**src/rtl/lsu_pkg.sv**
```systemverilog
`default_nettype none
// ============================================================================
// Module      : lsu_pkg
// Description : Shared encodings and helpers for the load/store unit.
// Revision    : 1.0 - initial release
// ============================================================================
package lsu_pkg;

  // Access size encodings on both the request and the memory side
  localparam logic [1:0] SIZE_BYTE = 2'b00;
  localparam logic [1:0] SIZE_HALF = 2'b01;
  localparam logic [1:0] SIZE_WORD = 2'b10;
  localparam logic [1:0] SIZE_ILL  = 2'b11;

  // Controller states
  typedef enum logic [1:0] {
    IDLE = 2'b00,
    BEAT = 2'b01,
    RESP = 2'b10
  } lsu_state_t;

  // Half on an odd byte, or word off a 4-byte boundary
  function automatic logic is_misaligned(input logic [1:0] size, input logic [1:0] lo);
    logic mis;
    mis = ((size == SIZE_HALF) && lo[0]) ||
          ((size == SIZE_WORD) && (lo != 2'b00));
    return mis;
  endfunction

  // Number of memory beats an access needs; 0 for the illegal size
  function automatic logic [2:0] beat_count(input logic [1:0] size, input logic [1:0] lo);
    logic [2:0] n;
    case (size)
      SIZE_BYTE: n = 3'd1;
      SIZE_HALF: n = lo[0] ? 3'd2 : 3'd1;
      SIZE_WORD: n = (lo != 2'b00) ? 3'd4 : 3'd1;
      default:   n = 3'd0;
    endcase
    return n;
  endfunction

endpackage
`default_nettype wire

```
**src/rtl/load_store_unit_extend.sv**
```systemverilog
`default_nettype none
// ============================================================================
// Module      : load_extend
// Description : Sign/zero extension of an assembled little-endian load value.
// Revision    : 1.0 - initial release
// ============================================================================
module load_extend
  import lsu_pkg::*;
(
  input  logic [31:0] i_raw,
  input  logic [1:0]  i_size,
  input  logic        i_unsigned,
  output logic [31:0] o_data
);

  // Replicate the top bit of the access width unless zero-extension is asked for
  always_comb begin
    o_data = i_raw;
    case (i_size)
      SIZE_BYTE: o_data = {{24{~i_unsigned & i_raw[7]}}, i_raw[7:0]};
      SIZE_HALF: o_data = {{16{~i_unsigned & i_raw[15]}}, i_raw[15:0]};
      default:   o_data = i_raw;
    endcase
  end

endmodule
`default_nettype wire

```
**src/rtl/load_store_unit.sv**
```systemverilog
`default_nettype none
// ============================================================================
// Module      : load_store_unit
// Description : Data-memory initiator. Single outstanding request; misaligned
//               half/word accesses are optionally split into byte beats.
// Revision    : 1.0 - initial release
// ============================================================================
module load_store_unit
  import lsu_pkg::*;
#(
  parameter int SPLIT_MISALIGNED = 1,
  parameter int ADDR_WIDTH       = 32
) (
  input  logic                  clk,
  input  logic                  rst,
  input  logic                  i_req_valid,
  output logic                  o_req_ready,
  input  logic                  i_req_we,
  input  logic [ADDR_WIDTH-1:0] i_req_addr,
  input  logic [31:0]           i_req_wdata,
  input  logic [1:0]            i_req_size,
  input  logic                  i_req_unsigned,
  output logic                  o_resp_valid,
  output logic [31:0]           o_resp_rdata,
  output logic                  o_resp_err,
  output logic [ADDR_WIDTH-1:0] o_mem_a,
  output logic [31:0]           o_mem_wd,
  output logic [1:0]            o_mem_size,
  output logic                  o_mem_we,
  output logic                  o_mem_unsigned,
  input  logic [31:0]           i_mem_rd
);

  // Captured request
  lsu_state_t            r_state;
  logic                  r_we;
  logic                  r_unsigned;
  logic                  r_split;
  logic [1:0]            r_size;
  logic [1:0]            r_beat;
  logic [2:0]            r_count;
  logic [ADDR_WIDTH-1:0] r_addr;
  logic [31:0]           r_wdata;
  logic [31:0]           r_asm;

  // Registered outputs
  logic                  r_req_ready;
  logic                  r_resp_valid;
  logic                  r_resp_err;
  logic [31:0]           r_resp_rdata;
  logic [ADDR_WIDTH-1:0] r_mem_a;
  logic [31:0]           r_mem_wd;
  logic [1:0]            r_mem_size;
  logic                  r_mem_we;
  logic                  r_mem_unsigned;

  logic                  w_accept;
  logic                  w_mis;
  logic                  w_illegal;
  logic                  w_last;
  logic [2:0]            w_nbeats;
  logic [2:0]            w_next_beat;
  logic [ADDR_WIDTH-1:0] w_next_addr;
  logic [7:0]            w_next_byte;
  logic [4:0]            w_shift;
  logic [31:0]           w_asm_next;
  logic [31:0]           w_ext;

  assign w_accept    = i_req_valid && r_req_ready;
  assign w_mis       = is_misaligned(i_req_size, i_req_addr[1:0]);
  assign w_illegal   = (i_req_size == SIZE_ILL) || (w_mis && (SPLIT_MISALIGNED == 0));
  assign w_nbeats    = beat_count(i_req_size, i_req_addr[1:0]);
  assign w_next_beat = {1'b0, r_beat} + 3'd1;
  assign w_last      = (w_next_beat == r_count);
  // Address of the following byte beat; wraps naturally at the top of memory
  assign w_next_addr = r_addr + {{(ADDR_WIDTH-3){1'b0}}, w_next_beat};
  // Merge this beat's byte into its little-endian lane of the assembly
  assign w_shift     = {r_beat, 3'b000};
  assign w_asm_next  = (r_asm & ~(32'h0000_00FF << w_shift)) |
                       ({24'h0, i_mem_rd[7:0]} << w_shift);

  // Store byte presented on the next split beat
  always_comb begin
    w_next_byte = r_wdata[7:0];
    case (w_next_beat[1:0])
      2'd1:    w_next_byte = r_wdata[15:8];
      2'd2:    w_next_byte = r_wdata[23:16];
      2'd3:    w_next_byte = r_wdata[31:24];
      default: w_next_byte = r_wdata[7:0];
    endcase
  end

  load_extend u_extend (
    .i_raw      (w_asm_next),
    .i_size     (r_size),
    .i_unsigned (r_unsigned),
    .o_data     (w_ext)
  );

  // Request sequencer: accept, issue beats, emit the one-cycle response
  always_ff @(posedge clk or posedge rst) begin
    if (rst) begin
      r_state        <= IDLE;
      r_we           <= 1'b0;
      r_unsigned     <= 1'b0;
      r_split        <= 1'b0;
      r_size         <= SIZE_BYTE;
      r_beat         <= 2'd0;
      r_count        <= 3'd0;
      r_addr         <= '0;
      r_wdata        <= 32'h0;
      r_asm          <= 32'h0;
      r_req_ready    <= 1'b1;
      r_resp_valid   <= 1'b0;
      r_resp_err     <= 1'b0;
      r_resp_rdata   <= 32'h0;
      r_mem_a        <= '0;
      r_mem_wd       <= 32'h0;
      r_mem_size     <= SIZE_BYTE;
      r_mem_we       <= 1'b0;
      r_mem_unsigned <= 1'b0;
    end else begin
      case (r_state)
        IDLE: begin
          if (w_accept) begin
            r_we        <= i_req_we;
            r_unsigned  <= i_req_unsigned;
            r_size      <= i_req_size;
            r_addr      <= i_req_addr;
            r_wdata     <= i_req_wdata;
            r_split     <= w_mis;
            r_count     <= w_nbeats;
            r_beat      <= 2'd0;
            r_asm       <= 32'h0;
            r_req_ready <= 1'b0;
            if (w_illegal) begin
              // No memory traffic; answer with an error straight away
              r_state      <= RESP;
              r_resp_valid <= 1'b1;
              r_resp_err   <= 1'b1;
              r_resp_rdata <= 32'h0;
            end else begin
              r_state  <= BEAT;
              r_mem_a  <= i_req_addr;
              r_mem_we <= i_req_we;
              if (w_mis) begin
                r_mem_size     <= SIZE_BYTE;
                r_mem_unsigned <= 1'b1;
                r_mem_wd       <= {24'h0, i_req_wdata[7:0]};
              end else begin
                r_mem_size     <= i_req_size;
                r_mem_unsigned <= i_req_unsigned;
                r_mem_wd       <= i_req_wdata;
              end
            end
          end
        end
        BEAT: begin
          if (!r_we) begin
            r_asm <= w_asm_next;
          end
          if (!w_last) begin
            r_beat   <= w_next_beat[1:0];
            r_mem_a  <= w_next_addr;
            r_mem_wd <= {24'h0, w_next_byte};
          end else begin
            r_state        <= RESP;
            r_mem_a        <= '0;
            r_mem_wd       <= 32'h0;
            r_mem_size     <= SIZE_BYTE;
            r_mem_we       <= 1'b0;
            r_mem_unsigned <= 1'b0;
            r_resp_valid   <= 1'b1;
            r_resp_err     <= 1'b0;
            // Aligned loads are extended by the memory; split loads here
            if (r_we) begin
              r_resp_rdata <= 32'h0;
            end else if (r_split) begin
              r_resp_rdata <= w_ext;
            end else begin
              r_resp_rdata <= i_mem_rd;
            end
          end
        end
        RESP: begin
          r_state      <= IDLE;
          r_req_ready  <= 1'b1;
          r_resp_valid <= 1'b0;
          r_resp_err   <= 1'b0;
          r_resp_rdata <= 32'h0;
        end
        default: begin
          r_state     <= IDLE;
          r_req_ready <= 1'b1;
        end
      endcase
    end
  end

  assign o_req_ready    = r_req_ready;
  assign o_resp_valid   = r_resp_valid;
  assign o_resp_err     = r_resp_err;
  assign o_resp_rdata   = r_resp_rdata;
  assign o_mem_a        = r_mem_a;
  assign o_mem_wd       = r_mem_wd;
  assign o_mem_size     = r_mem_size;
  assign o_mem_we       = r_mem_we;
  assign o_mem_unsigned = r_mem_unsigned;

endmodule
`default_nettype wire

```
**config.mk**
```make
export PLATFORM = sky130hd
export DESIGN_NAME = load_store_unit
export DESIGN_NICKNAME = d
export VERILOG_FILES = /design/src/rtl/lsu_pkg.sv /design/src/rtl/load_store_unit_extend.sv /design/src/rtl/load_store_unit.sv
export SDC_FILE = /design/constraint.sdc
export NUM_CORES = 1
export LEC_CHECK = 0
export ABC_AREA = 1
export BUFFER_PORTS_ARGS = -buffer_cell sky130_fd_sc_hd__buf_4
export CAP_MARGIN = 10
export CORE_MARGIN = 2
export CORE_UTILIZATION = 55
export DETAILED_ROUTE_END_ITERATION = 12
export PLACE_DENSITY_LB_ADDON = 0.1
export SYNTH_ARGS = -nofsm -noshare
export SYNTH_HDL_FRONTEND = slang
export SYNTH_SLANG_ARGS = --single-unit
```
**constraint.sdc**
```tcl
create_clock -name clk -period 14.7 [get_ports clk]
set_input_delay 4.41 -clock clk [delete_from_list [all_inputs] [get_ports clk]]
set_output_delay 4.41 -clock clk [all_outputs]
set_load 0.1 [all_outputs]
```
# == Word level (Yosys, flattened, before mapping) ==
# Index checks and enable logic that the tools add are counted.
# classes
add_sub_neg,2
eq_ne,16
shifts,2
muxes,50
bitwise_logic,7
reduce_logical,18
# op_table
op,count
2-to-1 mux 32 bit,13
case mux 32 bit (2 select lines),4
case mux 32 bit (3 select lines),1
adder 32 x 3 -> 32 bit,1
AND 32 bit,1
inverter 32 bit,1
bitwise OR 32 bit,1
left shift 8 x 5 -> 32 bit,1
"left shift 8 x 5 -> 32 bit, first input constant",1
case mux 8 bit (3 select lines),1
2-to-1 mux 2 bit,10
"!= test 2 bit, second input constant",6
case mux 2 bit (2 select lines),3
"equality test 2 bit, second input constant",5
2-to-1 mux 1 bit,10
case mux 3 bit (3 select lines),1
AND reduction 3 bit,3
"equality test 2 x 1 -> 1 bit, second input constant",4
2-to-1 mux 8 bit,1
AND reduction 4 bit,2
zero test 2 bit,3
case mux 1 bit (2 select lines),3
case mux 1 bit (3 select lines),2
AND reduction 2 bit,3
other kinds (9),14
# totals
reg_bits,211
inputBits,103
out_inout_bits,103
wordCells,114

# == Longest topological paths before layout ==
# Gate-level depths: netlist of run 1.
# logic_depth
ltp_word,10
depth_mapped,15
mapped_depth_nobuf,13

# == Cells and area by module ==
# Synthesis of run 1 repeated with hierarchy kept, for this count alone.
# unflattened
hier_cells,1345
hier_area_um2,10826.6
# by_module_without_submodules
mod,instances,cells_each,area_per_inst_um2,seq_area_each_um2
load_store_unit,1,1274,10422.5,5281.3
load_extend,1,71,404.1,0.0

# == Worst setup path before layout of run 1 ==
# No wires, ideal clock.
# synth_timing
path_kind,input port to flip-flop
start,input i_req_valid
end,"register r_mem_wd[0], in the netlist o_mem_wd[0]"
arrival_time_ns,5.392
slack_ns,9.181
path_stages,9
path_buffers,2
cell_sequence,nand2_1 nand2_2 inv_2 nor2_1 nand2_1 buf_4 buf_2 a21oi_1 a2bb2oi_1
# synth_between
elab_chain_len,3
# synth_lines
item,line,text
"start, declared",load_store_unit.sv:16,"input logic i_req_valid,"
logical AND 1 bit,load_store_unit.sv:69,assign w_accept = i_req_valid && r_req_ready;
!= test 2 bit (no line),n/a,
AND reduction 3 bit (no line),n/a,
"end signal, assigned",load_store_unit.sv:149,"r_mem_wd <= {24'h0, i_req_wdata[7:0]};"
"end signal, assigned",load_store_unit.sv:153,r_mem_wd <= i_req_wdata;
"end signal, assigned",load_store_unit.sv:165,"r_mem_wd <= {24'h0, w_next_byte};"
"end, declared",load_store_unit.sv:52,logic [31:0] r_mem_wd;
# Every way passes these cells.
# A chain may end at the register's enable or synchronous reset.

# == Worst setup path after layout of run 1 ==
# layout_timing
start,input i_req_valid
end,"register r_resp_rdata[13], in the netlist o_resp_rdata[13]"
# layout_between
elab_chain_len,3
# layout_lines
item,line,text
logical AND 1 bit,load_store_unit.sv:69,
!= test 2 bit (no line),n/a,
AND reduction 4 bit (no line),n/a,
"end signal, assigned",load_store_unit.sv:179,r_resp_rdata <= w_ext;
"end signal, assigned",load_store_unit.sv:181,r_resp_rdata <= i_mem_rd;
"end, declared",load_store_unit.sv:50,logic [31:0] r_resp_rdata;
# Every way passes these cells.

==> results of run 1 <==
-- per-layer routing --
| metal | vias up | track usage | share of wire |
|---|---|---|---|
| met5 | - | 0 | 0 |
| met4 | 0 | 0.0903 | 0.028 |
| met3 | 53 | 0.0410 | 0.078 |
| met2 | 451 | 0.432 | 0.45 |
| met1 | 4580 | 0.416 | 0.44 |
| li1 | 4678 | - | - |
-- worst reg2reg max path: stages, from the launching register on --
cell	delay [ns]
dfrtp_1	0.89
inv_2	0.40
ha_1	0.51
xnor2_1	0.14
nand3_1	0.12
nand2_2	0.22
nand3_4	0.42
clkinv_2	0.48
nand3_1	0.13
o21ai_1	0.17
-- cells in the mapped netlist (all sizes together) --
cell type | count | share of area
nor3 | 7 | 0.0047
clkbuf | 35 | 0.012
o22ai | 45 | 0.027
nor2 | 56 | 0.022
a22o | 1 | 0.00082
inv | 136 | 0.048
nand4 | 10 | 0.0058
o211ai | 21 | 0.015
o21ai | 146 | 0.068
o21bai | 5 | 0.0035
a21oi | 57 | 0.027
xnor2 | 2 | 0.0016
nand3b | 3 | 0.0025
and2 | 3 | 0.0018
ha | 13 | 0.015
or2 | 17 | 0.0099
o21a | 16 | 0.011
dfstp | 1 | 0.0025
xor2 | 1 | 0.0015
a21boi | 13 | 0.0091
dfrtp | 210 | 0.49
nand2 | 339 | 0.12
o31ai | 3 | 0.0021
fa | 1 | 0.0019
clkinv | 2 | 0.00082
nand3 | 102 | 0.050
a2bb2oi | 25 | 0.020
a211oi | 2 | 0.0019
buf | 41 | 0.022
-- stage by stage --
stage	instances	util	setup slack, ns	hold slack, ns	cell area [um2]
after global routing	1753	0.678	8.57	0.492	13100
after CTS	1753	0.678	8.80	0.475	13100
after detailed placement	1712	0.637	8.27	0.460	12300
final	1753	0.678	8.80	0.473	13100
after floorplan	1313	-	4.53	0.443	10700
after global placement	1712	0.637	8.31	0.454	12300
-- state kept, by name (all words and copies together) (netlist names), 2 cells and up --
name          count
o_resp_rdata     32
o_mem_size        2
r_addr           32
r_wdata          32
r_count           3
r_size            2
r_asm            32
r_beat            2
o_mem_a          32
r_state           2
o_mem_wd         32
-- area by class of cell --
class / instances / area (um2)
Timing Repair Buffer: 210 / 1580
Fill cell: 1708 / 6210
Tap cell: 265 / 332
Inverter: 138 / 527
Multi-Input combinational cell: 888 / 4560
Clock buffer: 34 / 677
Sequential cell: 211 / 5280
Clock inverter: 7 / 114
-- cell families (layout without fill, tap and decap cells) --
group / Yosys count / after routing / share of synthesized area
buf+inv: 214 / 389 / 0.0823
fa+ha+maj: 14 / 14 / 0.0171
xor+xnor: 3 / 3 / 0.00316
compound gates: 334 / 334 / 0.186
simple gates: 537 / 537 / 0.219
flops: 211 / 211 / 0.493
-- worst max-delay path by stage --
stage	from	slack [ns]	cells after the start	endpoint
2_1_floorplan	rst	4.53	1	o_mem_a[0]$_DFFE_PP0P_
3_3_place_gp	i_req_valid	8.31	7	o_resp_rdata[15]$_DFFE_PP0P_
3_5_place_dp	i_req_valid	8.27	7	o_resp_rdata[12]$_DFFE_PP0P_
4_1_cts	i_req_valid	8.80	7	o_resp_rdata[13]$_DFFE_PP0P_
5_1_grt	i_req_valid	8.57	9	o_mem_a[30]$_DFFE_PP0P_
6_report	i_req_valid	8.80	7	o_resp_rdata[13]$_DFFE_PP0P_
==> results.sh, run 1 <==
export IMPL_status="finished clean"
export IMPL_ys_seq_area_frac=0.493
export IMPL_cts_resized=0
export IMPL_fmax_ghz=0.170
export IMPL_crit_path_max_incr_delay_ns=0.52
export IMPL_timing_final_crit_share=0.401
export IMPL_crit_fanout=45
export IMPL_drv_cap=0
export IMPL_critPathRequiredTime_ns=15.10
export IMPL_drive_gt1_frac=0.198
export IMPL_post_dp_hpwl_um=19300
export IMPL_drtAntennaViolNets=0
export IMPL_start_util=0.556
export IMPL_timing_setup_critical_path_class="input pin to register"
export IMPL_die_h_um=144
export IMPL_min_delay_path_depth=2
export IMPL_rows=51
export IMPL_cts_hold_buffers=0
export IMPL_cts_buffer_depth=3
export IMPL_r2r_slack_ns=11.15
export IMPL_fin_crit_ns=5.90
export IMPL_critPathLaunchType="input pin"
export IMPL_ys_seq_elements=211
export IMPL_cts_sinks=211
export IMPL_layout_common_cells="nand2_1, buf_4, dfrtp_1"
export IMPL_wl_per_cell_um=16.6
export IMPL_drv_slew=0
export IMPL_fin_skew_ns=0.00994
export IMPL_worst_hold_path_type="register to register"
export IMPL_first_pass_iters=5
export IMPL_cts_tree="done"
export IMPL_drtIter0Drc=762
export IMPL_cts_max_level=1
export IMPL_area_delta_synth_final_pct=22.0
export IMPL_vias_per_cell=5.57
export IMPL_crit_path_cell_trace="buf_4, nand2_1, nand2_2, nand3_4, clkinv_2, nand3_1, o21ai_1"
export IMPL_fp_dieW_um=144
export IMPL_r2r_end="o_resp_rdata[13]$_DFFE_PP0P_"
export IMPL_routed_wl_um=29100
export IMPL_hold_end="r_wdata[5]$_DFFE_PP0P_"
export IMPL_port_buffers=205
export IMPL_crit_buf_inv=2
export IMPL_worstPathArrival_ns=6.30
export IMPL_gr_total_overflow=0
export IMPL_finalHoldViolCount=0
export IMPL_grt_pass1_wl_um=46900
export IMPL_root_buffer="clkbuf_16"
export IMPL_yosys_warnings=0
export IMPL_cts_setup_buffers=0
export IMPL_io_pins=206
export IMPL_r2r_start="r_beat[1]$_DFFE_PP0P_"
export IMPL_numCtsBuffers=23
export IMPL_tns_ns=0
export IMPL_worst_slew_pin_slew_ns=1.19
export IMPL_place_congestion=0.910
export IMPL_antenna_cells=0
export IMPL_antenna_found_initial=0
export IMPL_hold_start="r_wdata[5]$_DFFE_PP0P_"
export IMPL_crit_path_end_kind="register"
export IMPL_design_core_area_um2=19300
export IMPL_grt_max_degree=131
export IMPL_drc=0
export IMPL_cpLargestDelayFamily="simple AND/OR/NAND/NOR gates"
export IMPL_avgSynthCellArea_um2=8.15
export IMPL_slew_headroom=0.208
export IMPL_setup_violations=0
export IMPL_synth_distinct_cells=47
export IMPL_nets=1589
export IMPL_slowest_stage="nand3_4"
export IMPL_vias=9762
export IMPL_post_synth_instance_area_um2=10700
export IMPL_dieArea_um2=20600
export IMPL_netlist_instances=1313
export IMPL_grt_pass1_vias=9142
export IMPL_synth_nets=1430
export IMPL_final_common_cell="nand2_1"
export IMPL_cts_reportedPaths_clkPinSlew_ns=0.07
export IMPL_rsz0062_at_grt="no"
export IMPL_insertion_delay_ns=0.52
export IMPL_reg2reg_depth=9
export IMPL_grt_use_total=0.282
Power of run 1 is left out: the tool's default activity adds up to more than one toggle a clock period on the data nets, which glitch-free logic cannot reach.
==> inputs of run 2 (changes only) <==
CORE_UTILIZATION = 51   (was 55)
clock period = 5.2 ns   (was 14.7 ns; I/O delays follow)
==> run 2 against run 1 <==
  * Sequential share of layout area barely moved
  * Critical path depth rose by 3
  * Setup slack got worse by 7.0 ns
  * Critical path type is now register to register
==> results.sh, run 2 (synthesis gave the netlist of run 1 again) <==
export IMPL_io_pins=206
export IMPL_dieArea_um2=22200
export IMPL_holdWs_ns=0.476
export IMPL_grt_pass1_wl_um=47800
export IMPL_critPathLaunchType="register"
export IMPL_rsz0062_at_grt="no"
export IMPL_fin_skew_ns=0.0105
export IMPL_cts_setup_buffers=0
export IMPL_vias_per_cell=5.45
export IMPL_wl_per_cell_um=16.6
export IMPL_drive_gt1_frac=0.200
export IMPL_setup_violations=0
export IMPL_drc=0
export IMPL_insertion_delay_ns=0.52
export IMPL_timing_final_crit_share=0.647
export IMPL_post_dp_hpwl_um=19900
export IMPL_drv_slew=0
export IMPL_cts_resized=0
export IMPL_port_buffers=205
export IMPL_r2r_slack_ns=1.84
export IMPL_crit_path_cell_trace="inv_2, ha_1, xnor2_1, nand3_1, nand2_2, inv_2, nand2_1, nor2_1, nor2_1, nor2_1"
export IMPL_worst_hold_path_type="register to register"
export IMPL_tns_ns=0
export IMPL_crit_path_max_incr_delay_ns=0.88
export IMPL_nets=1593
export IMPL_critPathRequiredTime_ns=5.64
export IMPL_path_common_cell="nor2_1"
export IMPL_rows=53
export IMPL_r2r_end="o_mem_a[24]$_DFFE_PP0P_"
export IMPL_die_h_um=149
export IMPL_fp_dieW_um=149
export IMPL_final_util=0.628
export IMPL_crit_path_end_kind="register"
export IMPL_drv_cap=0
export IMPL_finalHoldViolCount=0
export IMPL_fmax_ghz=0.297
export IMPL_slowest_stage="dfrtp_1"
export IMPL_final_common_cell="nand2_1"
export IMPL_cts_buffer_depth=3
export IMPL_layout_common_cells="nand2_1, buf_4, dfrtp_1"
export IMPL_vias=9634
export IMPL_cts_hold_buffers=0
export IMPL_cts_max_level=1
export IMPL_crit_buf_inv=2
export IMPL_crit_fanout=38
export IMPL_slew_headroom=0.267
export IMPL_status="finished clean"
export IMPL_numCtsBuffers=23
export IMPL_first_pass_iters=5
export IMPL_grt_max_degree=119
export IMPL_reg2reg_depth=10
export IMPL_design_core_area_um2=20800
export IMPL_hold_end="r_wdata[4]$_DFFE_PP0P_"
export IMPL_antenna_found_initial=0
export IMPL_gr_total_overflow=0
export IMPL_drtAntennaViolNets=0
export IMPL_cts_tree="done"
export IMPL_root_buffer="clkbuf_16"
export IMPL_place_congestion=0.920
export IMPL_cpLargestDelayFamily="buffers and inverters"
export IMPL_hold_start="r_wdata[4]$_DFFE_PP0P_"
export IMPL_start_util=0.514
export IMPL_worstPathArrival_ns=3.81
export IMPL_grt_pass1_vias=9270
export IMPL_min_delay_path_depth=2
export IMPL_area_delta_synth_final_pct=22.1
export IMPL_cts_reportedPaths_clkPinSlew_ns=0.06
export IMPL_timing_setup_critical_path_class="register to register"
export IMPL_routed_wl_um=29400
export IMPL_cts_sinks=211
export IMPL_grt_use_total=0.265
export IMPL_antenna_cells=0
export IMPL_fill_cells=1946
export IMPL_worst_slew_pin_slew_ns=1.10
export IMPL_r2r_start="r_beat[1]$_DFFE_PP0P_"
export IMPL_drtIter0Drc=776
export IMPL_cp_depth=10
export IMPL_fin_crit_ns=3.36
run 2: how the worst max path moves through the flow:
stage	from	endpoint	slack, ns
CTS	r_beat[1]$_DFFE_PP0P_	o_mem_a[24]$_DFFE_PP0P_	1.83
global route	r_beat[1]$_DFFE_PP0P_	o_mem_wd[7]$_DFFE_PP0P_	1.61
finish	r_beat[1]$_DFFE_PP0P_	o_mem_a[24]$_DFFE_PP0P_	1.84
detailed placement	i_req_valid	o_mem_we$_DFFE_PP0P_	1.62
floorplan	rst	o_mem_a[0]$_DFFE_PP0P_	0.90
global placement	i_req_valid	o_mem_size[1]$_DFFE_PP0P_	1.71
run 2: area by class of cell:
class | instances | area, um2 | area share
clock buffers | 33 | 653 | 0.0499
clock inverters | 9 | 98.8 | 0.00756
inverters | 138 | 523 | 0.0400
multi-input cells | 888 | 4560 | 0.348
flip-flops and latches | 211 | 5280 | 0.404
well taps | 275 | 344 | 0.0263
repair buffers | 214 | 1620 | 0.124
run 2: metal layers:
layer  vias to the layer above  GRT usage  wire length, um
li1                       4677          -                -
met1                      4561      0.379            13000
met2                       345      0.415            13400
met3                        51     0.0416             2090
met4                         0     0.0886              897
met5                         -          0                0
run 2: stage by stage:
stage / area (um2) / std cells / setup WS, ns
detailed placement: 12300 / 1726 / 1.62
global route: 13100 / 1768 / 1.61
global placement: 12300 / 1726 / 1.71
finish: 13100 / 1768 / 1.84
floorplan: 10700 / 1313 / 0.899
CTS: 13100 / 1768 / 1.83
run 2: worst register-to-register path, delay by kind of cell (launching register included):
family | cells | cell delay (ns)
buffers and inverters | 2 | 0.98
flip-flops | 1 | 0.88
AND/OR/NAND/NOR | 6 | 0.77
adder cells (fa/ha/maj) | 1 | 0.51
XOR/XNOR | 1 | 0.16
Power of run 2 is left out for the same reason.
